$ cat src/rtl/addr_map_pipe.sv
// Two-stage pipelined DRAM address mapper: stage 1 captures address and mode,
// stage 2 holds the decoded rank/BG/bank/row/col/offset/ignore fields.
module addr_map_pipe #(
  parameter int unsigned ADDR_W      = 32,
  parameter int unsigned RANK_BITS   = 1,
  parameter int unsigned BG_BITS     = 2,
  parameter int unsigned BANK_BITS   = 2,
  parameter int unsigned ROW_BITS    = 13,
  parameter int unsigned COL_BITS    = 10,
  parameter int unsigned OFFSET_BITS = 3,
  localparam int unsigned IGNORE_BITS = ADDR_W - RANK_BITS - BG_BITS - BANK_BITS
                                        - ROW_BITS - COL_BITS - OFFSET_BITS
) (
  input  logic                   CLK,
  input  logic                   rst,
  input  logic                   in_valid,
  output logic                   in_ready,
  input  logic [ADDR_W-1:0]      in_addr,
  output logic                   out_valid,
  input  logic                   out_ready,
  output logic [RANK_BITS-1:0]   out_rank,
  output logic [BG_BITS-1:0]     out_bg,
  output logic [BANK_BITS-1:0]   out_bank,
  output logic [ROW_BITS-1:0]    out_row,
  output logic [COL_BITS-1:0]    out_col,
  output logic [OFFSET_BITS-1:0] out_offset,
  output logic [IGNORE_BITS-1:0] out_ignore,
  output logic                   out_oor,
  input  logic                   cfg_valid,
  output logic                   cfg_ready,
  input  logic [1:0]             cfg_mode,
  output logic [1:0]             cur_mode,
  output logic                   cfg_err
);

  typedef enum logic [1:0] {
    MODE_RORABGBACO = 2'd0,
    MODE_BG_ILV     = 2'd1,
    MODE_XOR_HASH   = 2'd2,
    MODE_ILLEGAL    = 2'd3
  } mode_e;

  localparam int unsigned ROW_LSB  = OFFSET_BITS + COL_BITS + BANK_BITS + BG_BITS;
  localparam int unsigned RANK_LSB = ROW_LSB + ROW_BITS;
  localparam int unsigned IGN_LSB  = RANK_LSB + RANK_BITS;

  logic                   s1_valid_q, s1_valid_d;
  logic [ADDR_W-1:0]      s1_addr_q, s1_addr_d;
  mode_e                  s1_mode_q, s1_mode_d;
  mode_e                  cur_mode_q, cur_mode_d;
  logic                   cfg_err_q, cfg_err_d;

  logic                   s2_valid_q, s2_valid_d;
  logic [RANK_BITS-1:0]   rank_q, rank_d;
  logic [BG_BITS-1:0]     bg_q, bg_d;
  logic [BANK_BITS-1:0]   bank_q, bank_d;
  logic [ROW_BITS-1:0]    row_q, row_d;
  logic [COL_BITS-1:0]    col_q, col_d;
  logic [OFFSET_BITS-1:0] off_q, off_d;
  logic [IGNORE_BITS-1:0] ign_q, ign_d;

  logic [RANK_BITS-1:0]   dec_rank;
  logic [BG_BITS-1:0]     dec_bg;
  logic [BANK_BITS-1:0]   dec_bank;
  logic [ROW_BITS-1:0]    dec_row;
  logic [COL_BITS-1:0]    dec_col;
  logic [OFFSET_BITS-1:0] dec_off;
  logic [IGNORE_BITS-1:0] dec_ign;

  logic s2_adv, s1_adv, cfg_fire, in_fire;

  assign s2_adv    = !s2_valid_q || out_ready;
  assign s1_adv    = !s1_valid_q || s2_adv;
  assign cfg_ready = !s1_valid_q && !s2_valid_q;
  assign cfg_fire  = cfg_valid && cfg_ready;
  assign in_ready  = s1_adv && !cfg_fire;
  assign in_fire   = in_valid && in_ready;

  // Decode uses the mode captured alongside the address, never cur_mode.
  always_comb begin
    dec_off  = s1_addr_q[0 +: OFFSET_BITS];
    dec_col  = s1_addr_q[OFFSET_BITS +: COL_BITS];
    dec_bank = s1_addr_q[OFFSET_BITS + COL_BITS +: BANK_BITS];
    dec_bg   = s1_addr_q[OFFSET_BITS + COL_BITS + BANK_BITS +: BG_BITS];
    dec_row  = s1_addr_q[ROW_LSB +: ROW_BITS];
    dec_rank = s1_addr_q[RANK_LSB +: RANK_BITS];
    dec_ign  = s1_addr_q[IGN_LSB +: IGNORE_BITS];
    if (s1_mode_q == MODE_BG_ILV) begin
      dec_bg   = s1_addr_q[OFFSET_BITS +: BG_BITS];
      dec_col  = s1_addr_q[OFFSET_BITS + BG_BITS +: COL_BITS];
      dec_bank = s1_addr_q[OFFSET_BITS + BG_BITS + COL_BITS +: BANK_BITS];
    end else if (s1_mode_q == MODE_XOR_HASH) begin
      dec_bank = dec_bank ^ dec_row[0 +: BANK_BITS];
      dec_bg   = dec_bg ^ dec_row[BANK_BITS +: BG_BITS];
    end
  end

  always_comb begin
    s1_valid_d = s1_valid_q;
    s1_addr_d  = s1_addr_q;
    s1_mode_d  = s1_mode_q;
    s2_valid_d = s2_valid_q;
    rank_d     = rank_q;
    bg_d       = bg_q;
    bank_d     = bank_q;
    row_d      = row_q;
    col_d      = col_q;
    off_d      = off_q;
    ign_d      = ign_q;
    cur_mode_d = cur_mode_q;
    cfg_err_d  = cfg_fire && (cfg_mode == MODE_ILLEGAL);

    if (s1_adv) s1_valid_d = in_fire;
    if (in_fire) begin
      s1_addr_d = in_addr;
      s1_mode_d = cur_mode_q;
    end

    if (s2_adv) begin
      s2_valid_d = s1_valid_q;
      if (s1_valid_q) begin
        rank_d = dec_rank;
        bg_d   = dec_bg;
        bank_d = dec_bank;
        row_d  = dec_row;
        col_d  = dec_col;
        off_d  = dec_off;
        ign_d  = dec_ign;
      end
    end

    if (cfg_fire && (cfg_mode != MODE_ILLEGAL)) cur_mode_d = mode_e'(cfg_mode);
  end

  always_ff @(posedge CLK) begin
    if (rst) begin
      s1_valid_q <= 1'b0;
      s1_addr_q  <= '0;
      s1_mode_q  <= MODE_RORABGBACO;
      cur_mode_q <= MODE_RORABGBACO;
      cfg_err_q  <= 1'b0;
      s2_valid_q <= 1'b0;
      rank_q     <= '0;
      bg_q       <= '0;
      bank_q     <= '0;
      row_q      <= '0;
      col_q      <= '0;
      off_q      <= '0;
      ign_q      <= '0;
    end else begin
      s1_valid_q <= s1_valid_d;
      s1_addr_q  <= s1_addr_d;
      s1_mode_q  <= s1_mode_d;
      cur_mode_q <= cur_mode_d;
      cfg_err_q  <= cfg_err_d;
      s2_valid_q <= s2_valid_d;
      rank_q     <= rank_d;
      bg_q       <= bg_d;
      bank_q     <= bank_d;
      row_q      <= row_d;
      col_q      <= col_d;
      off_q      <= off_d;
      ign_q      <= ign_d;
    end
  end

  assign out_valid  = s2_valid_q;
  assign out_rank   = rank_q;
  assign out_bg     = bg_q;
  assign out_bank   = bank_q;
  assign out_row    = row_q;
  assign out_col    = col_q;
  assign out_offset = off_q;
  assign out_ignore = ign_q;
  assign out_oor    = |ign_q;
  assign cur_mode   = cur_mode_q;
  assign cfg_err    = cfg_err_q;

endmodule

$ cat config.mk
export PLATFORM = sky130hd
export DESIGN_NAME = addr_map_pipe
export DESIGN_NICKNAME = d
export VERILOG_FILES = /design/src/rtl/addr_map_pipe.sv
export SDC_FILE = /design/constraint.sdc
export NUM_CORES = 1
export LEC_CHECK = 0
export CORE_ASPECT_RATIO = 0.5
export CORE_MARGIN = 8
export CORE_UTILIZATION = 44
export CTS_CLUSTER_DIAMETER = 40
export DETAILED_ROUTE_END_ITERATION = 8
export PLACE_DENSITY = 0.73
export SETUP_SLACK_MARGIN = 0.5
export SLEW_MARGIN = 10
export SYNTH_ARGS = -nofsm -noshare
export SYNTH_HDL_FRONTEND = slang
export SYNTH_SLANG_ARGS = --single-unit
$ cat constraint.sdc
create_clock -name CLK -period 1.3 [get_ports CLK]
set_input_delay 0.195 -clock CLK [delete_from_list [all_inputs] [get_ports CLK]]
set_output_delay 0.195 -clock CLK [all_outputs]
set_load 0.005 [all_outputs]
After elaboration in Yosys (flattened, before gate mapping):

Index checks and enable logic that the tools add are counted.

* logic and storage cells: 36
* output and inout port bits: 39
* bits of input ports: 39
* flip-flop bits (word level): 71

* bitwise logic cells: 2
* reductions and logical operators: 12
* mux-type cells: 5
* eq/ne operators: 4

Operators by type and width (count)
* $mux W10: 1
* $mux W2: 4
* $logic_and A1 B1 Y1: 6
* $eq A2 B2 Y1 const B: 2
* $xor A2 B2 Y2: 2
* $logic_not A1 Y1: 3
* $eq A2 B1 Y1 const B: 1
* $logic_or A1 B1 Y1: 2
* $ne A2 B2 Y1 const B: 1
* $reduce_and A2 Y1: 1

Longest topological paths before layout:

* depth after elaboration: 6
* gate-level depth with buffers: 6

Least setup slack after synthesis:

OpenSTA, ideal clock, no wires.

* kind: reg2reg
* start point: reg s2_valid_q, in the netlist out_valid
* end point: reg s1_addr_q[0]
* stages on the path, launching flop included: 6
* setup time: 0.118 ns
* arrival time: 1.337 ns
* setup slack: -0.155 ns
* cell sequence: dfxtp_1 -> or3b_4 -> and3_1 -> buf_6 -> buf_12 -> mux2i_1

* cells in the longest elaborated chain, start to end: 6
* elaborated cells on any way between the ends: 8
* those cells by class: 8 x reduce/logical

Ends and longest elaborated chain
* from (decl): RTL line 53 `logic s2_valid_q, s2_valid_d;`
* from (signal assigned): RTL line 156 `s2_valid_q <= s2_valid_d;`
* $logic_not A1 Y1 *: RTL line 72, 74
* $logic_and A1 B1 Y1: RTL line 74 `assign cfg_ready = !s1_valid_q && !s2_valid_q;`
* $logic_and A1 B1 Y1: RTL line 75 `assign cfg_fire = cfg_valid && cfg_ready;`
* $logic_not A1 Y1: RTL line 76 `assign in_ready = s1_adv && !cfg_fire;`
* $logic_and A1 B1 Y1 *: RTL line 76
* $logic_and A1 B1 Y1 *: RTL line 77 `assign in_fire = in_valid && in_ready;`
* to (signal assigned): RTL line 152 `s1_addr_q <= s1_addr_d;`
* to (decl): RTL line 48 `logic [ADDR_W-1:0] s1_addr_q, s1_addr_d;`

Mark *: on every way between the ends. The rest lies on a longest branch, timed or not.
A chain may end at the register's enable or synchronous reset.

Worst setup path in the final report:

* start point: reg s2_valid_q, in the netlist out_valid
* end point: out in_ready

* cells in the longest elaborated chain, start to end: 5
* elaborated cells on any way between the ends: 7
* those cells by class: 7 x reduce/logical

Ends and longest elaborated chain
* $logic_not A1 Y1 *: RTL line 72, 74
* $logic_and A1 B1 Y1: RTL line 74
* $logic_and A1 B1 Y1: RTL line 75
* $logic_not A1 Y1: RTL line 76
* $logic_and A1 B1 Y1 *: RTL line 76
* to (decl): RTL line 17 `output logic in_ready,`

Marks and branches as above.

==> key figures <==
Clock network
  – H-tree Lvls: 3
  – TritonCTS clock tree: built
  – Clk sinks: between 70 and 80
  – CTS max path bufs: 2
  – Cts bufs inserted: 9
  – Clock transition at path regs: 0.06 ns
  – Worst-skew pair later-pin latency: about 0.34 ns
  – CTS root buf: clkbuf_16
  – Hold Buf Count CTS: 0

Place
  – Placed cells: 496
  – Placement Cell Area: 4070 um2
  – PortBufs: 77
  – Routability congestion estimate: around 0.77
  – Final HPWL DP: between 5000 and 6000 um

Power
  – VDD IR max: 768 uV
  – Leak: between 2 and 2.5 nW
  – Power per cell area: 1190 nW/um2

Timing
  – RSZ-0062 raised after global routing: yes
  – Final setup fails: 70
  – Clock skew: 0.00696 ns
  – Final Worst Setup Slack: -0.257 ns
  – Rel. slew slack: about four fifths
  – Slew Limit Fails: 0
  – Maximum clock rate: 642 MHz
  – Smallest hold slack: 0.313 ns
  – Fin crit share: 120%
  – Final Hold Violating Endpoints: 0
  – Min cycle time layout: between 1.5 and 2 ns
  – Measured slew at the worst slew-check pin: 0.325 ns

Synthesis
  – Synth top area share: 44.4%
  – Most common cell in the synthesized netlist: nand2b_1
  – Unique masters post-synth: 27
  – Number of synthesized flops with an enable pin: 0
  – Post-Synthesis Cells: between 300 and 400
  – Register area share after synthesis: 44.4%
  – Primary FF master, synth: dfxtp_1
  – Top cells by area, synth: dfxtp_1 44%, nand2b_1 15%, mux2i_1 14%
  – Count of yosys warnings during synthesis: 0
  – Top cells by count, synth: 76 x nand2b_1, 71 x dfxtp_1, 44 x mux2i_1
  – Yosys top cell by area: dfxtp_1
  – Avg Inst Size Synth: 9.40 um2
  – Post-synthesis net count: 380
  – Synthesized area: 3200 um2
  – Async SR Flop Fraction: 0%
  – FF+latch count, synth: 71

Route
  – Vias: 3149
  – Avg Vias per Cell: roughly 5.6
  – Average wire per standard cell: 21.7 um
  – First-pass iteration count of the detailed router: 4
  – WL final: 12200 um
  – Final ANT Viol Nets: 0
  – DR iter-0 viols: 288
  – DRC violations left: 0

Floorplanning
  – Starting density of the core: roughly 45%
  – Die area: 10400 um2
  – Rows: 22
  – I/O pin cnt: 78
  – Chip height: between 70 and 80 um
  – Core footprint: 7180 um2
  – DIE WIDTH: between 100 and 150 um

Layout
  – Antenna fix cells: 0
  – Share of post-route cells with drive strength above 1: 50.5%
  – Layout area overhead: 75.2%
  – Non-Filler Instances: around 560
  – Layout Cell Area excl Fill: between 5000 and 6000 um2
  – # fillers: around 400
  – Final nets: 501
  – Register area: 1470 um2
  – Area of the multi-input gates: 2100 um2

Worst setup path
  – Crit Path Category: flop to output pin
  – CP max stage delay: around 0.4 ns
  – Reg2Reg Depth: 5
  – FF-to-FF Start: out_valid$_SDFFE_PP0P_
  – CP Capture Type: output pin
  – CP startpoint: out_valid$_SDFFE_PP0P_
  – Worst Path Max Fanout: 3
  – Setup slack, reg-to-reg: -0.24 ns
  – Cell family with most CP delay: simple AND/OR/NAND/NOR gates
  – WP data required: 1.11 ns
  – Cell Chain, Critical Path: or3b_4 > and2_4 > buf_6
  – CP Launch Type: flop
  – RR Endpoint: s1_addr_q[6]$_SDFFE_PP0P_
  – Crit path DAT: ~1.4 ns
  – Worst path bufs/invs: 1
  – Slowest cell on crit path: or3b_4

Min path
  – Hold WC Path Type: primary input to flop
  – Worst Hold Launch: rst
  – Hold Path Sink: out_row[0]$_SDFFE_PP0P_
  – Hold path depth: 3

Global routing
  – Initial antenna violation count: 0
  – Overall routing resource usage: 20.5%
  – Pin count of the biggest net entering global routing: a little under 60
  – Number of global-route vias before repair: 3205
  – Grt total ovfl: 0
  – First-pass GRT wire length: roughly 17000 um

Outcome
  – Run status: complete, but fails checks
  – Violated checks: negative setup slack

Flow run
  – Number of max-cap violations: 0
## registers in the layout, summed over array words and instances, names as in the netlist
name,flops
cur_mode,2
out_valid,1
out_row,13
out_offset,3
out_bank,2
out_bg,2
s1_mode_q,2
out_ignore,1
out_rank,1
s1_valid_q,1
cfg_err,1
s1_addr_q,32
out_col,10
## layer usage
metal	wire [um]	up-vias	global-route usage, %
met5	0	-	0
met4	422	0	8.81
met3	786	38	4.80
met2	6250	121	35.3
met1	4750	1558	23.7
li1	-	1432	-
## report_power, final
| group | leakage (nW) | switching [mW] | internal (mW) |
|---|---|---|---|
| registers | 0.597 | 0.117 | 2.30 |
| logic | 1.33 | 0.486 | 0.630 |
| clock network | 0.182 | 0.975 | 2.17 |
| total | 2.10 | 1.58 | 5.11 |
## placed cells by master, fill, tap and decap left out, types with 5 or more instances in the layout
master and n:
a211oi_2 7, a21oi_2 23, a21oi_4 9, buf_12 11, buf_16 6, buf_2 12
buf_4 37, buf_6 37, clkbuf_16 9, clkdlybuf4s50_1 35, dfxtp_1 34, dfxtp_2 37
mux2i_1 42, nand2b_1 76, nand3_2 8, nand3_4 10, nand3b_1 5, o21ai_0 13
o21ai_1 5
## timing repair
action                     4_1_cts  5_1_grt
pin swaps                       40       42
gates resized for setup        275       81
gates cloned                     9        0
setup endpoints to repair      110      110
setup buffers                   26       16
## kinds of logic (layout without fill, tap and decap cells)
| group | after synthesis | in the layout | share of synthesized area, % |
|---|---|---|---|
| simple gates | 118 | 119 | 22.2 |
| compound gates | 74 | 74 | 13.6 |
| flops | 71 | 71 | 44.4 |
| mux | 44 | 44 | 13.7 |
| buf+inv | 34 | 159 | 6.13 |
## tightest hold or removal path, cell delays in order
cell,delay (ns)
buf_2,0.14
buf_12,0.22
a21oi_2,0.05
## per-stage QoR
step / util (%) / power, mW / worst slack (ns) / TNS, ns
2_1_floorplan: - / 2.81 / -0.0674 / -2.02
3_3_place_gp: 56.6 / 3.09 / -0.550 / -27.23
3_5_place_dp: 56.6 / 3.11 / -0.632 / -29.22
4_1_cts: 71.1 / 6.43 / -0.203 / -6.54
5_1_grt: 78.1 / 6.87 / -0.287 / -13.67
6_report: 78.1 / 6.69 / -0.257 / -10.72
## cell type report
class / instances / share of cell area (%)
timing repair buffer: 142 / 27.5
clock buffer: 11 / 4.50
tap: 96 / 2.14
sequential: 71 / 26.1
clock inverter: 5 / 2.27
inverter: 1 / 0.111
multi-input combinational: 237 / 37.4
## worst max-delay path by stage
| stage | end | slack [ns] | depth (start not counted) |
|---|---|---|---|
| after floorplan | s1_addr_q[0]$_SDFFE_PP0P_ | -0.07 | 5 |
| after global placement | in_ready | -0.55 | 4 |
| after detailed placement | s1_addr_q[25]$_SDFFE_PP0P_ | -0.63 | 5 |
| after CTS | in_ready | -0.20 | 3 |
| after global routing | s1_addr_q[24]$_SDFFE_PP0P_ | -0.29 | 5 |
| final | in_ready | -0.26 | 3 |
Note: power is estimated with default switching activity, not from simulation.
